[src/rtl/inert_sched_pkg.sv]
// Shared types and constants for the inertial-sensor command sequencer.
// Holds the FSM state encoding, the fixed command words and the power-up default.
package inert_pkg;

  typedef enum logic [2:0] {
    ST_PWR_WAIT = 3'd0,
    ST_CFG      = 3'd1,
    ST_IDLE     = 3'd2,
    ST_RD_L     = 3'd3,
    ST_RD_H     = 3'd4,
    ST_HOST     = 3'd5
  } state_e;

  localparam logic [15:0] INIT_CYC_DEFAULT = 16'd65535;

  localparam logic [15:0] CFG_CMD_0 = 16'h0D02;
  localparam logic [15:0] CFG_CMD_1 = 16'h1053;
  localparam logic [15:0] CFG_CMD_2 = 16'h1150;
  localparam logic [15:0] CFG_CMD_3 = 16'h1460;

  localparam logic [15:0] RD_L_CMD  = 16'hA600;
  localparam logic [15:0] RD_H_CMD  = 16'hA700;

  localparam logic [1:0]  CFG_LAST_IDX = 2'd3;

  // Configuration write selected by the 2-bit sequence index.
  function automatic logic [15:0] cfg_cmd(input logic [1:0] idx);
    logic [15:0] c;
    case (idx)
      2'd0:    c = CFG_CMD_0;
      2'd1:    c = CFG_CMD_1;
      2'd2:    c = CFG_CMD_2;
      default: c = CFG_CMD_3;
    endcase
    return c;
  endfunction

endpackage

[src/rtl/inert_sched_int_sync.sv]
// Two-flop synchronizer for an asynchronous sensor line, followed by a
// rising-edge detector producing a single-cycle pulse in the clk domain.
module int_sync (
  input  logic clk,
  input  logic rst_n,
  input  logic i_async,
  output logic o_rise
);

  logic r_meta;
  logic r_sync;
  logic r_sync_q;

  always_ff @(posedge clk or negedge rst_n) begin
    if (!rst_n) begin
      r_meta   <= 1'b0;
      r_sync   <= 1'b0;
      r_sync_q <= 1'b0;
    end else begin
      r_meta   <= i_async;
      r_sync   <= r_meta;
      r_sync_q <= r_sync;
    end
  end

  assign o_rise = r_sync & ~r_sync_q;

endmodule

[src/rtl/inert_sched.sv]
// Sequencer/arbiter in front of the SPI monarch for the inertial sensor:
// power-up wait, config writes, yaw reads on INT, optional host port (INERT_HOST_PORT_EN).
module inert_sched
  import inert_pkg::*;
#(
  parameter logic [15:0] INIT_CYC = INIT_CYC_DEFAULT
) (
  input  logic        clk,
  input  logic        rst_n,
  input  logic        INT,
  output logic        snd,
  output logic [15:0] cmd,
  input  logic        done,
  input  logic [15:0] resp,
  input  logic        host_req,
  input  logic [15:0] host_cmd,
  output logic        host_gnt,
  output logic        host_done,
  output logic [15:0] host_resp,
  output logic [15:0] yaw_rt,
  output logic        vld
);

  state_e      r_state;
  state_e      w_state_next;

  logic [15:0] r_cnt;
  logic [15:0] w_cnt_next;
  logic [1:0]  r_cfg_idx;
  logic [1:0]  w_cfg_idx_next;
  logic        r_int_pend;
  logic        w_int_pend_next;
  logic [7:0]  r_low;
  logic [7:0]  w_low_next;
  logic        r_done_q;

  logic        r_snd;
  logic        w_snd_next;
  logic [15:0] r_cmd;
  logic [15:0] w_cmd_next;
  logic        r_host_gnt;
  logic        w_host_gnt_next;
  logic        r_host_done;
  logic        w_host_done_next;
  logic [15:0] r_host_resp;
  logic [15:0] w_host_resp_next;
  logic [15:0] r_yaw;
  logic [15:0] w_yaw_next;
  logic        r_vld;
  logic        w_vld_next;

  logic        w_int_rise;
  logic        w_cpl;
  logic        w_want_rd;
  logic        w_pwr_done;
  logic        w_host_req;
  logic [15:0] w_host_cmd;

  int_sync u_int_sync (
    .clk     (clk),
    .rst_n   (rst_n),
    .i_async (INT),
    .o_rise  (w_int_rise)
  );

  // done stays high from the previous transaction through the issue cycle,
  // so only its rising edge marks completion.
  assign w_cpl      = done & ~r_done_q;
  assign w_want_rd  = r_int_pend | w_int_rise;
  assign w_pwr_done = (r_cnt == INIT_CYC);

`ifdef INERT_HOST_PORT_EN
  assign w_host_req = host_req;
  assign w_host_cmd = host_cmd;
  assign host_gnt   = r_host_gnt;
  assign host_done  = r_host_done;
  assign host_resp  = r_host_resp;
`else
  logic w_unused_host;
  assign w_host_req    = 1'b0;
  assign w_host_cmd    = 16'h0000;
  assign host_gnt      = 1'b0;
  assign host_done     = 1'b0;
  assign host_resp     = 16'h0000;
  assign w_unused_host = ^{host_req, host_cmd, resp[15:8],
                           r_host_gnt, r_host_done, r_host_resp};
`endif

  assign snd    = r_snd;
  assign cmd    = r_cmd;
  assign yaw_rt = r_yaw;
  assign vld    = r_vld;

  always_ff @(posedge clk or negedge rst_n) begin
    if (!rst_n) begin
      r_state     <= ST_PWR_WAIT;
      r_cnt       <= 16'h0000;
      r_cfg_idx   <= 2'd0;
      r_int_pend  <= 1'b0;
      r_low       <= 8'h00;
      r_done_q    <= 1'b0;
      r_snd       <= 1'b0;
      r_cmd       <= 16'h0000;
      r_host_gnt  <= 1'b0;
      r_host_done <= 1'b0;
      r_host_resp <= 16'h0000;
      r_yaw       <= 16'h0000;
      r_vld       <= 1'b0;
    end else begin
      r_state     <= w_state_next;
      r_cnt       <= w_cnt_next;
      r_cfg_idx   <= w_cfg_idx_next;
      r_int_pend  <= w_int_pend_next;
      r_low       <= w_low_next;
      r_done_q    <= done;
      r_snd       <= w_snd_next;
      r_cmd       <= w_cmd_next;
      r_host_gnt  <= w_host_gnt_next;
      r_host_done <= w_host_done_next;
      r_host_resp <= w_host_resp_next;
      r_yaw       <= w_yaw_next;
      r_vld       <= w_vld_next;
    end
  end

  always_comb begin
    w_state_next = r_state;
    case (r_state)
      ST_PWR_WAIT: if (w_pwr_done) w_state_next = ST_CFG;
      ST_CFG:      if (w_cpl && (r_cfg_idx == CFG_LAST_IDX)) w_state_next = ST_IDLE;
      ST_IDLE: begin
        if (w_want_rd)       w_state_next = ST_RD_L;
        else if (w_host_req) w_state_next = ST_HOST;
      end
      ST_RD_L:     if (w_cpl) w_state_next = ST_RD_H;
      ST_RD_H:     if (w_cpl) w_state_next = ST_IDLE;
      ST_HOST:     if (w_cpl) w_state_next = ST_IDLE;
      default:     w_state_next = ST_PWR_WAIT;
    endcase
  end

  // Every issue is decided in the same cycle as the event that enables it,
  // so the next snd follows a completion edge by exactly one cycle.
  always_comb begin
    w_cnt_next       = r_cnt;
    w_cfg_idx_next   = r_cfg_idx;
    w_int_pend_next  = r_int_pend | w_int_rise;
    w_low_next       = r_low;
    w_snd_next       = 1'b0;
    w_cmd_next       = r_cmd;
    w_host_gnt_next  = 1'b0;
    w_host_done_next = 1'b0;
    w_host_resp_next = r_host_resp;
    w_yaw_next       = r_yaw;
    w_vld_next       = 1'b0;
    case (r_state)
      ST_PWR_WAIT: begin
        if (w_pwr_done) begin
          w_cfg_idx_next = 2'd0;
          w_snd_next     = 1'b1;
          w_cmd_next     = cfg_cmd(2'd0);
        end else begin
          w_cnt_next = r_cnt + 16'd1;
        end
      end
      ST_CFG: begin
        if (w_cpl && (r_cfg_idx != CFG_LAST_IDX)) begin
          w_cfg_idx_next = r_cfg_idx + 2'd1;
          w_snd_next     = 1'b1;
          w_cmd_next     = cfg_cmd(r_cfg_idx + 2'd1);
        end
      end
      ST_IDLE: begin
        if (w_want_rd) begin
          // An edge already pending plus a fresh one leaves one read still owed.
          w_int_pend_next = r_int_pend & w_int_rise;
          w_snd_next      = 1'b1;
          w_cmd_next      = RD_L_CMD;
        end else if (w_host_req) begin
          w_snd_next      = 1'b1;
          w_cmd_next      = w_host_cmd;
          w_host_gnt_next = 1'b1;
        end
      end
      ST_RD_L: begin
        if (w_cpl) begin
          w_low_next = resp[7:0];
          w_snd_next = 1'b1;
          w_cmd_next = RD_H_CMD;
        end
      end
      ST_RD_H: begin
        if (w_cpl) begin
          w_yaw_next = {resp[7:0], r_low};
          w_vld_next = 1'b1;
        end
      end
      ST_HOST: begin
        if (w_cpl) begin
`ifdef INERT_HOST_PORT_EN
          w_host_resp_next = resp;
          w_host_done_next = 1'b1;
`endif
        end
      end
      default: ;
    endcase
  end

endmodule

[config.mk]
export PLATFORM = sky130hd
export DESIGN_NAME = inert_sched
export DESIGN_NICKNAME = d
export VERILOG_FILES = /design/src/rtl/inert_sched_pkg.sv /design/src/rtl/inert_sched_int_sync.sv /design/src/rtl/inert_sched.sv
export SDC_FILE = /design/constraint.sdc
export NUM_CORES = 1
export LEC_CHECK = 0
export CAP_MARGIN = 5
export CORE_UTILIZATION = 32
export CTS_CLUSTER_SIZE = 12
export DETAILED_ROUTE_END_ITERATION = 16
export PLACE_DENSITY = 0.65
export SETUP_SLACK_MARGIN = 0.5
export SKIP_LAST_GASP = 1
export SYNTH_ARGS = -nofsm -noshare
export SYNTH_HDL_FRONTEND = slang
export SYNTH_SLANG_ARGS = --single-unit
[constraint.sdc]
create_clock -name clk -period 2.63 [get_ports clk]
set_clock_uncertainty 0.15 [all_clocks]
set_input_delay 0.526 -clock clk [delete_from_list [all_inputs] [get_ports clk]]
set_output_delay 0.526 -clock clk [all_outputs]
set_load 0.1 [all_outputs]
Yosys cells after proc, flatten, opt, wreduce, memory -nomap -nowiden
Cells that the tools add are included.
{"block": "classes", "add_sub_neg": 2, "n_mul": 0, "div_mod_pow": 0, "order_cmp": 0, "n_eq_ne": 16, "shifts": 0, "mux": 23, "bitwise": 7, "n_reduce_logical": 13}
{"cell": "16-bit 2-to-1 mux", "n": 4}
{"cell": "16-bit one-hot mux with 4 select lines", "n": 1}
{"cell": "13-bit one-hot mux with 3 select lines", "n": 1}
{"cell": "16-bit by 1-bit adder with 16-bit output, second input constant", "n": 1}
{"cell": "16-bit equality test, second input constant", "n": 1}
{"cell": "3-bit 2-to-1 mux", "n": 5}
{"cell": "3-bit one-hot mux with 5 select lines", "n": 1}
{"cell": "2-bit != test, second input constant", "n": 6}
{"cell": "5-bit AND reduction", "n": 2}
{"cell": "1-bit 2-to-1 mux", "n": 7}
{"cell": "3-bit by 2-bit equality test with 1-bit output, second input constant", "n": 2}
{"cell": "3-bit equality test, second input constant", "n": 2}
{"cell": "2-bit AND reduction", "n": 3}
{"cell": "2-bit equality test, second input constant", "n": 2}
{"cell": "2-bit 2-to-1 mux", "n": 2}
{"cell": "1-bit one-hot mux with 4 select lines", "n": 1}
{"cell": "2-bit one-hot mux with 2 select lines", "n": 1}
{"cell": "4-bit nonzero test", "n": 1}
{"cell": "1-bit AND", "n": 3}
{"cell": "3-bit by 1-bit equality test with 1-bit output, second input constant", "n": 1}
{"cell": "3-bit zero test", "n": 1}
{"cell": "1-bit NOT", "n": 3}
{"cell": "3-bit AND reduction", "n": 1}
{"cell": "2-bit by 1-bit adder with 2-bit output, second input constant", "n": 1}
{"cell": "other kinds (7)", "n": 8}
{"block": "word_totals", "reg_bits": 68, "latchBits": 0, "ramBits": 0, "mem_bits_ro": 0, "input_bits": 37, "output_inout_bits": 52, "word_cells": 74, "n_memories": 0}

Depth between registers and ports, before layout
Gate-level depths: netlist (run 1).
{"block": "logic_depth", "ltp_word": 5, "ltp_mapped": 6, "mapped_depth_nobuf": 6}

Modules after synthesis
Synthesis (run 1) repeated with hierarchy kept, for this count alone.
{"block": "hier_totals", "hier_cells": 237, "area_unflattened_um2": 2922.8}
{"mod": "inert_sched", "instances": 1, "cells_each": 233, "area_each_um2": 2834.0, "seq_area_each_um2": 1451.4}
{"mod": "int_sync", "instances": 1, "cells_each": 4, "area_each_um2": 88.8, "seq_area_each_um2": 75.1}

Worst setup path after synthesis (run 1)
OpenSTA, ideal clock, no wires.
{"block": "synth_timing", "path_type": "reg2out", "startpoint": "reg r_cmd[13], in the netlist cmd[13]", "endpoint": "out cmd[13]", "arrival_time_ns": 1.357, "required_ns": 1.954, "slack_ns": 0.597, "stages_incl_launch_ff": 2, "n_path_buf": 1, "cell_sequence": "dfrtp_1 > buf_4"}
{"element": "start: declaration", "line": "inert_sched.sv:39", "text": "logic [15:0] r_cmd;"}
{"element": "start signal: assignment", "line": "inert_sched.sv:117", "text": "r_cmd <= w_cmd_next;"}
{"element": "end: declaration", "line": "inert_sched.sv:12", "text": "output logic [15:0] cmd,"}
No word-level cell between the ends.

Worst setup path in the final report (run 1)
{"block": "layout_timing", "startpoint": "reg r_state[0]", "endpoint": "reg r_cmd[13], in the netlist cmd[13]"}
{"block": "layout_between", "elab_chain_len": 3, "word_cells_on_any_way": 11, "cone_classes": "eq/ne: 7; mux: 1; reduce/logical: 3"}
{"element": "start: declaration", "line": "inert_sched.sv:24", "text": "state_e r_state;"}
{"element": "start signal: assignment", "line": "inert_sched.sv:110", "text": "r_state <= w_state_next;"}
{"element": "3-bit by 2-bit equality test with 1-bit output (tied with other cells)", "line": "inert_sched.sv:156", "text": "case (r_state)"}
{"element": "4-bit nonzero test (no source line) / 2-bit != test (equally long branches)"}
{"element": "5-bit AND reduction (no source line)"}
Parallel ways exist; a longest one is shown, timed or not.
A chain may end at the register's enable or synchronous reset.

==> results of run 1 <==
[Yosys cell counts, drive strengths merged, types with 3 or more instances]
cell type  instances
nor2              16
ha                 5
nand4              5
a21oi              4
and3               7
xnor2             10
dfrtp             61
buf               29
and4               4
nand2              8
xor2               5
inv                6
nor3               3
nand3              5
mux2              30
[kinds of logic after synthesis]
kind of cell	count (synthesis)	share of synthesized area
flops	61	0.537
compound gates	19	0.0568
buf+inv	36	0.0854
fa+ha+maj	5	0.0220
mux	31	0.122
simple gates	58	0.129
other cells	1	0.00132
xor+xnor	15	0.0462
[power by group]
part	switching (mW)	leakage, nW	total (mW)	internal [mW]
combinational	1.75	0.826	2.41	0.665
sequential	0.249	0.783	1.48	1.23
clock	0.381	0.0852	0.778	0.397
total	2.38	1.69	4.67	2.29
[stage by stage]
step	util	setup WS (ns)	hold WS (ns)	power, mW
floorplan	-	0.597	0.0804	3.46
global placement	0.373	0.185	0.184	3.82
detailed placement	0.373	0.176	0.190	3.86
CTS	0.395	0.526	0.0463	4.66
global route	0.400	0.487	0.0698	4.91
finish	0.400	0.578	0.0294	4.67
[critical path: cells and delay by family, from the launching register on]
| kind | cells | cell delay [ns] |
|---|---|---|
| AO/OA/AOI/OAI | 1 | 0.30 |
| flip-flops | 1 | 0.52 |
| AND/OR/NAND/NOR | 4 | 0.96 |
[area by class of cell]
class	instances	area, um2	area share
repair buffers	48	420	0.121
well taps	108	135	0.0390
clock inverters	4	31.3	0.00902
clock buffers	12	155	0.0447
flip-flops and latches	61	1530	0.442
multi-input cells	150	1170	0.338
inverters	6	22.5	0.00649
[what timing repair did]
action | in CTS | in global routing
setup buffers | 0 | 3
pin swaps | 0 | 2
gates resized for setup | 2 | 8
setup endpoints to repair | 4 | 19
hold buffers | 0 | 0
[how the worst min path moves through the flow]
| stage | cells after the start | slack [ns] | start | end |
|---|---|---|---|---|
| after floorplan | 0 | 0.08 | rst_n | cmd[0] |
| after global placement | 0 | 0.18 | u_int_sync.r_meta | u_int_sync.r_sync |
| after detailed placement | 0 | 0.19 | u_int_sync.r_meta | u_int_sync.r_sync |
| after CTS | 1 | 0.05 | rst_n | cmd[11] |
| after global routing | 1 | 0.07 | rst_n | cmd[8] |
| final | 1 | 0.03 | rst_n | cmd[8] |
[state kept, by name, summed over array words and instances, names as in the netlist]
register,cells
vld,1
u_int_sync.r_meta,1
r_cfg_idx,2
r_int_pend,1
u_int_sync.r_sync_q,1
r_done_q,1
u_int_sync.r_sync,1
snd,1
yaw_rt,16
cmd,9
r_low,8
r_state,3
r_cnt,16
[routing by layer]
metal / up-vias / part of all wire / track usage
met5: - / 0 / 0
met4: 0 / 0.014 / 0.0485
met3: 7 / 0.073 / 0.0577
met2: 60 / 0.48 / 0.188
met1: 894 / 0.44 / 0.144
li1: 843 / - / -
==> results_dict.tcl, run 1 <==
set metrics [dict create \
    place_inst 370 \
    path_class "flop to flop" \
    slew_viol_final 0 \
    wl_um 4990 \
    period_share 0.780 \
    crit_path_top_delay_cell "dfrtp_2" \
    worst_pin_slew_ns 0.582 \
    yosysUniqueCellTypes 43 \
    setup.worst_path.end_class "flop" \
    fin_nets 318 \
    grt_pass1_vias 1757 \
    drc 0 \
    hold_viol_final 0 \
    grt_setup_unrepaired "no" \
    cap_viol_max_count 0 \
    dieArea_um2 9260 \
    cp_max_fo 17 \
    core-area_um2 8680 \
    worstRegToRegCells 5 \
    drtIter0Drc 100 \
    r2r-end "cmd[13]" \
    die_width_um 96.2 \
    syn2layout_area_growth_pct 22.1 \
    yosys.area.top_type "dfrtp_1" \
    clk_path_buf_depth 2 \
    status "completed" \
    grt-ovfl-total 0 \
    htreeDepth 3 \
    portBuffers 41 \
    synthArstFlopShare 1.00 \
    antenna_found_initial 0 \
    min_path_type "input port to asynchronous set/reset pin" \
    leakage_nw 1.69 \
    cp-start-kind "flop" \
    design_area_um2 3470 \
    cpPeakStageDelay_ns 0.52 \
    setup_violations 0 \
    required_ns 2.70 \
    crit_end "cmd[13]" \
    clock_sinks 61 \
    maxSlewHeadroom 0.612 \
    track_usage 0.121 \
    drive_gt1_frac 0.370 \
    critical_path.startpoint "r_state[0]" \
    rr_startpoint "r_state[0]" \
    dp_hpwl_um 3330 \
    clock-root-buffer "clkbuf_8" \
    nFillCells 833 \
    synth_area_leaders "dfrtp_1 (54%), mux2_2 (12%), buf_4 (6.9%)" \
    wl_per_cell_um 12.8 \
    clkSlewWorstSetupHoldPaths_ns 0.08 \
    pwr_density_cell_nw_per_um2 1350 \
    layout_commonest_cell "dfrtp_1" \
    antenna_cells 0 \
    synth_edf_count 0 \
    grt_max_degree 38 \
    dr.pass1.iters 4 \
    avgSynthCellArea_um2 12.6 \
    synth_top_area_frac 0.537 \
    cts_tree "built" \
    max_freq_mhz 487 \
    clk-insertion-delay-late_ns 0.34 \
    regToRegSetupSlack_ns 0.58 \
    crit_arrival_ns 2.12 \
    setup_tns_ns 0 \
    ys_seq_area_frac 0.537 \
    vias 1804 \
    grt_pass1_wl_um 8210 \
    initial_core_util 0.327 \
    row_count 34 \
    finalNonFillerCells 389 \
    gp_congestion 0.741 \
    dieHeight_um 96.2 \
    yosysWarnings 0 \
    peakVddDrop_uv 799 \
    synth_seq_cells 61 \
    period_needed_ns 2.05 \
    synth_cells 226 \
    routed_via_density 4.64 \
    crit_chain "or3_4 > nand3b_4 > nor3_4 > nor2_1 > a211o_1" \
    ys.flop_type "dfrtp_1" \
    ios 89 \
    cts_buffers 9 \
    synth_area_um2 2840 \
    final_cell_mix "dfrtp_1 (57), buf_4 (34), mux2_2 (30), conb_1 (22), nor2_1 (14)" \
    place_area_um2 3230 \
    ant_nets 0 \
]
Power figures use the tool's default switching activity.
==> run 2, diff against run 1 <==
==> constraint.sdc (replaced) <==
create_clock -name clk -period 2 [get_ports clk]
set_clock_uncertainty 0.15 [all_clocks]
set_input_delay 0.4 -clock clk [delete_from_list [all_inputs] [get_ports clk]]
set_output_delay 0.4 -clock clk [all_outputs]
set_load 0.1 [all_outputs]
==> run 2 against run 1 <==
  * Global-route usage grew 1.8 points
  * Critical endpoint is now cmd[4]
  * Largest power group unchanged
  * Die area is the same
  * First-iteration DRC count grew 10%
==> results_dict.tcl, run 2 (same netlist as run 1, synthesis figures left out) <==
set metrics [dict create \
    grt_max_degree 62 \
    antenna_found_initial 0 \
    finalWorstSetupSlack_ns 0.121 \
    pwr_density_cell_nw_per_um2 1700 \
    clk-insertion-delay-late_ns 0.34 \
    max_freq_mhz 532 \
    routed_via_density 4.50 \
    min_path_type "flop to flop" \
    grt_setup_unrepaired "yes" \
    core-area_um2 8680 \
    multi_input_area_um2 1430 \
    portBuffers 41 \
    dr.pass1.iters 4 \
    period_share 0.940 \
    syn2layout_area_growth_pct 58.3 \
    wl_per_cell_um 14.0 \
    seq_area_um2 1540 \
    status "completed" \
    crit_arrival_ns 1.95 \
    critical_path.startpoint "r_state[0]" \
    path_class "flop to flop" \
    dieHeight_um 96.2 \
    grt-ovfl-total 0 \
    drtIter0Drc 110 \
    antenna_cells 0 \
    setup_tns_ns 0 \
    final_cell_mix "dfrtp_1 (58), buf_12 (32), buf_4 (31), mux2_4 (26), conb_1 (22)" \
    fin_nets 359 \
    nFillCells 728 \
    hold_viol_final 0 \
    setup_violations 0 \
    cap_viol_max_count 0 \
    ios 89 \
    dp_hpwl_um 3460 \
    peakVddDrop_uv 1240 \
    dp_slack_ns -0.317 \
    grt_pass1_wl_um 9540 \
    vias 1937 \
    cts_tree "built" \
    htreeDepth 3 \
    clkSlewWorstSetupHoldPaths_ns 0.07 \
    grt_pass1_vias 1959 \
    cp-start-kind "flop" \
    ant_nets 0 \
    cts_buffers 9 \
    period_needed_ns 1.88 \
    clock_sinks 61 \
    hp-start "u_int_sync.r_meta" \
    cp_max_fo 6 \
    wl_um 6040 \
    die_width_um 96.2 \
    drc 0 \
    dieArea_um2 9260 \
    clk_path_buf_depth 2 \
    slew_viol_final 0 \
    initial_core_util 0.327 \
    setup.worst_path.end_class "flop" \
    required_ns 2.07 \
    row_count 34 \
    track_usage 0.139 \
    clock-root-buffer "clkbuf_8" \
    drive_gt1_frac 0.516 \
    rr_startpoint "r_state[0]" \
    layout_commonest_cell "dfrtp_1" \
    leakage_nw 2.13 \
    gp_congestion 0.763 \
    fin_hold_ws_ns 0.199 \
]
run 2: cell type report:
cell class,instances,area share
sequential,61,0.341
multi-input combinational,150,0.318
timing repair buffer,89,0.262
tap,108,0.0300
clock buffer,9,0.0275
clock inverter,7,0.0167
inverter,6,0.00501
run 2: what timing repair did:
action                                  4_1_cts  5_1_grt
buffers inserted                             19       10
pin swaps                                    13       12
endpoints found under the setup margin       71       82
endpoints found under the hold margin        61        0
cloned                                        2        0
hold buffers                                  1        0
resized for setup                            30       19
run 2: worst max-delay path, cell delays in order, from the launching register on:
cell      delay, ns
dfrtp_2        0.44
or3_4          0.35
nand3b_4       0.18
nor3_4         0.27
nor2_4         0.10
mux2_2         0.28
run 2: path summary, 6_finish.rpt:
path	end	slack [ns]	cells past startpoint
worst max-delay path	cmd[4]	0.12	5
worst min-delay path	u_int_sync.r_sync	0.20	0
worst max register to register	cmd[4]	0.12	5
worst min register to register	u_int_sync.r_sync	0.20	0
max in group asynchronous	cmd[13]	0.94	3
min in group asynchronous	r_cnt[5]	0.46	3
run 2: through the flow:
stage	cells	area (um2)	util	power, mW
6_report	430	4500	0.518	7.65
5_1_grt	430	4500	0.518	7.97
4_1_cts	420	4340	0.500	7.38
3_5_place_dp	382	3830	0.441	5.99
3_3_place_gp	382	3830	0.441	5.95
2_1_floorplan	247	3080	-	4.72
run 2: report_power, final:
group | internal, mW | total [mW] | switching, mW
logic | 1.92 | 4.53 | 2.62
registers | 1.63 | 2.02 | 0.390
clock network | 0.578 | 1.10 | 0.518
run 2: layer usage:
layer,vias to the layer above,GRT usage,wire (um)
met5,-,0,0
li1,920,-,-
met4,0,0.0672,110
met3,13,0.0419,221
met1,963,0.172,2560
met2,41,0.219,3150
==> run 3, diff against run 2 <==
--- a/config.mk
+++ b/config.mk
@@ -7,6 +7,7 @@
 export LEC_CHECK = 0
 export CAP_MARGIN = 5
 export CORE_UTILIZATION = 32
+export CTS_BUF_LIST = sky130_fd_sc_hd__clkbuf_16
 export CTS_CLUSTER_SIZE = 12
 export DETAILED_ROUTE_END_ITERATION = 16
 export PLACE_DENSITY = 0.65
==> run 3 against run 2 <==
  * Final cell count down 0.70%
  * Die area did not move
  * Clock-buffer cell count unchanged
  * Core utilization rose by 1.1 points
  * First-iteration DRC count shrank 46%
  * Sequential share of layout area decreased by 0.65 points
  * Via count is 1.2% higher
  * Final area grew 2.1%
  * Largest power group unchanged
  * Hold slack got worse by 0.0039 ns
  * Critical path depth unchanged
  * Sequential cell count unchanged
  * Clock power increased by 41%
==> results_dict.tcl, run 3 (same netlist as run 1, synthesis figures left out) <==
set metrics [dict create \
    regToRegSetupSlack_ns 0.12 \
    max_freq_mhz 531 \
    leakage_nw 2.16 \
    antenna_cells 0 \
    dieArea_um2 9260 \
    syn2layout_area_growth_pct 61.7 \
    switching_share 0.442 \
    portBuffers 41 \
    fin_nets 356 \
    crit_path_top_delay_cell "dfrtp_2" \
    seq_power_share 0.249 \
    clk-insertion-delay-late_ns 0.33 \
    worstHoldPathCells 0 \
    dr.pass1.iters 4 \
    pwr-share-clk 0.190 \
    cpPeakStageDelay_ns 0.44 \
    routed_via_density 4.59 \
    drive_gt1_frac 0.517 \
    core-area_um2 8680 \
    required_ns 2.06 \
    ios 89 \
    intPower_mw 4.56 \
    combPwrFrac 0.561 \
    dp_hpwl_um 3460 \
    clk_path_buf_depth 2 \
    grt_pass1_vias 1987 \
    layout_commonest_cell "dfrtp_1" \
    dp_slack_ns -0.317 \
    pwr_density_cell_nw_per_um2 1780 \
    grt_setup_unrepaired "yes" \
    row_count 34 \
    period_share 0.942 \
    grt-ovfl-total 0 \
    clkSlewWorstSetupHoldPaths_ns 0.06 \
    cts_tree "built" \
    final_util 0.529 \
    die_width_um 96.2 \
    hold_viol_final 0 \
    hp-start "u_int_sync.r_meta" \
    finalPower_mw 8.17 \
    status "completed" \
    peakVddDrop_uv 1390 \
    ant_nets 0 \
    grt_pass1_wl_um 9780 \
    cp_max_fo 6 \
    design_area_um2 4590 \
    finalWorstSetupSlack_ns 0.115 \
    cp-start-kind "flop" \
    period_needed_ns 1.88 \
    path_class "flop to flop" \
    wl_um 6090 \
    hold-path-endpoint "u_int_sync.r_sync" \
    crit_chain "or3_4 > nand3b_4 > nor3_4 > nor2_4 > mux2_2" \
    gp_congestion 0.763 \
    r2r-end "cmd[4]" \
    dieHeight_um 96.2 \
    crit_arrival_ns 1.94 \
    min_path_type "flop to flop" \
    clock-root-buffer "clkbuf_16" \
    cap_viol_max_count 0 \
    track_usage 0.144 \
    setup.worst_path.end_class "flop" \
    vias 1961 \
    antenna_found_initial 0 \
    setup_violations 0 \
    htreeDepth 3 \
    final_cell_mix "dfrtp_1 (56), buf_12 (33), buf_4 (28), mux2_4 (27), conb_1 (22)" \
    worstRegToRegCells 5 \
    rr_startpoint "r_state[0]" \
    drtIter0Drc 59 \
    slew_viol_final 0 \
    wl_per_cell_um 14.3 \
    drc 0 \
    p_sw_mw 3.61 \
    cts_buffers 9 \
    initial_core_util 0.327 \
    place_area_um2 3830 \
    grt_max_degree 62 \
    clock_sinks 61 \
]
-- run 3: cell types whose count changed in the layout (fill, tap and decap cells not counted), moves of 2 or more --
cell | before | now
buf_4 | 31 | 28
clkbuf_16 | 0 | 9
clkbuf_8 | 9 | 0
dfrtp_1 | 58 | 56
dfrtp_2 | 1 | 3
-- run 3: power groups by stage --
stage	Sequential, mW	Combinational (mW)	Clock, mW
after global routing	2.08	4.76	1.64
final	2.03	4.58	1.55
after detailed placement	2.02	3.97	0
after floorplan	3.17	1.54	0
after CTS	2.02	4.29	1.57
after global placement	2.00	3.95	0
-- run 3: worst max path at each step --
stage	start	to	slack [ns]	cells after the start
final	r_state[0]	cmd[4]	0.12	5
after global routing	r_state[0]	cmd[1]	0.06	6
after CTS	r_cfg_idx[1]	cmd[4]	0.13	6
after detailed placement	done	cmd[4]	-0.32	6
after global placement	done	cmd[4]	-0.31	6
after floorplan	r_cfg_idx[0]	cmd[4]	0.08	6
-- run 3: metal layers --
layer  GRT usage  share of wire  vias up
li1            -              -      915
met1       0.173           0.43      985
met2       0.225           0.50       43
met3      0.0458          0.036       18
met4      0.0833          0.033        0
met5           0              0        -
-- run 3: metrics by stage --
| step | hold WS [ns] | cells | setup TNS (ns) |
|---|---|---|---|
| 6_report | 0.195 | 427 | 0 |
| 2_1_floorplan | -0.0456 | 247 | 0 |
| 3_5_place_dp | 0.185 | 382 | -7.30 |
| 5_1_grt | 0.200 | 427 | 0 |
| 4_1_cts | 0.197 | 418 | 0 |
| 3_3_place_gp | 0.185 | 382 | -7.10 |
-- run 3: repair_timing --
action / in CTS / in global routing
hold endpoints to repair: 61 / 0
hold buffers: 1 / 0
pin swaps: 10 / 10
endpoints found under the setup margin: 61 / 70
setup buffers: 17 / 9
resized for setup: 29 / 23
cloned: 2 / 0
-- run 3: area by class of cell --
| cell class | instances | area (um2) |
|---|---|---|
| flip-flops and latches | 61 | 1540 |
| clock inverters | 7 | 75.1 |
| repair buffers | 86 | 1160 |
| well taps | 108 | 135 |
| inverters | 6 | 22.5 |
| multi-input cells | 150 | 1430 |
| fillers | 694 | 4080 |
| clock buffers | 9 | 225 |
-- run 3: critical path: cells and delay by family (launching register included) --
family / cells / cell delay [ns]
flip-flops: 1 / 0.44
AND/OR/NAND/NOR: 4 / 0.89
multiplexers: 1 / 0.28
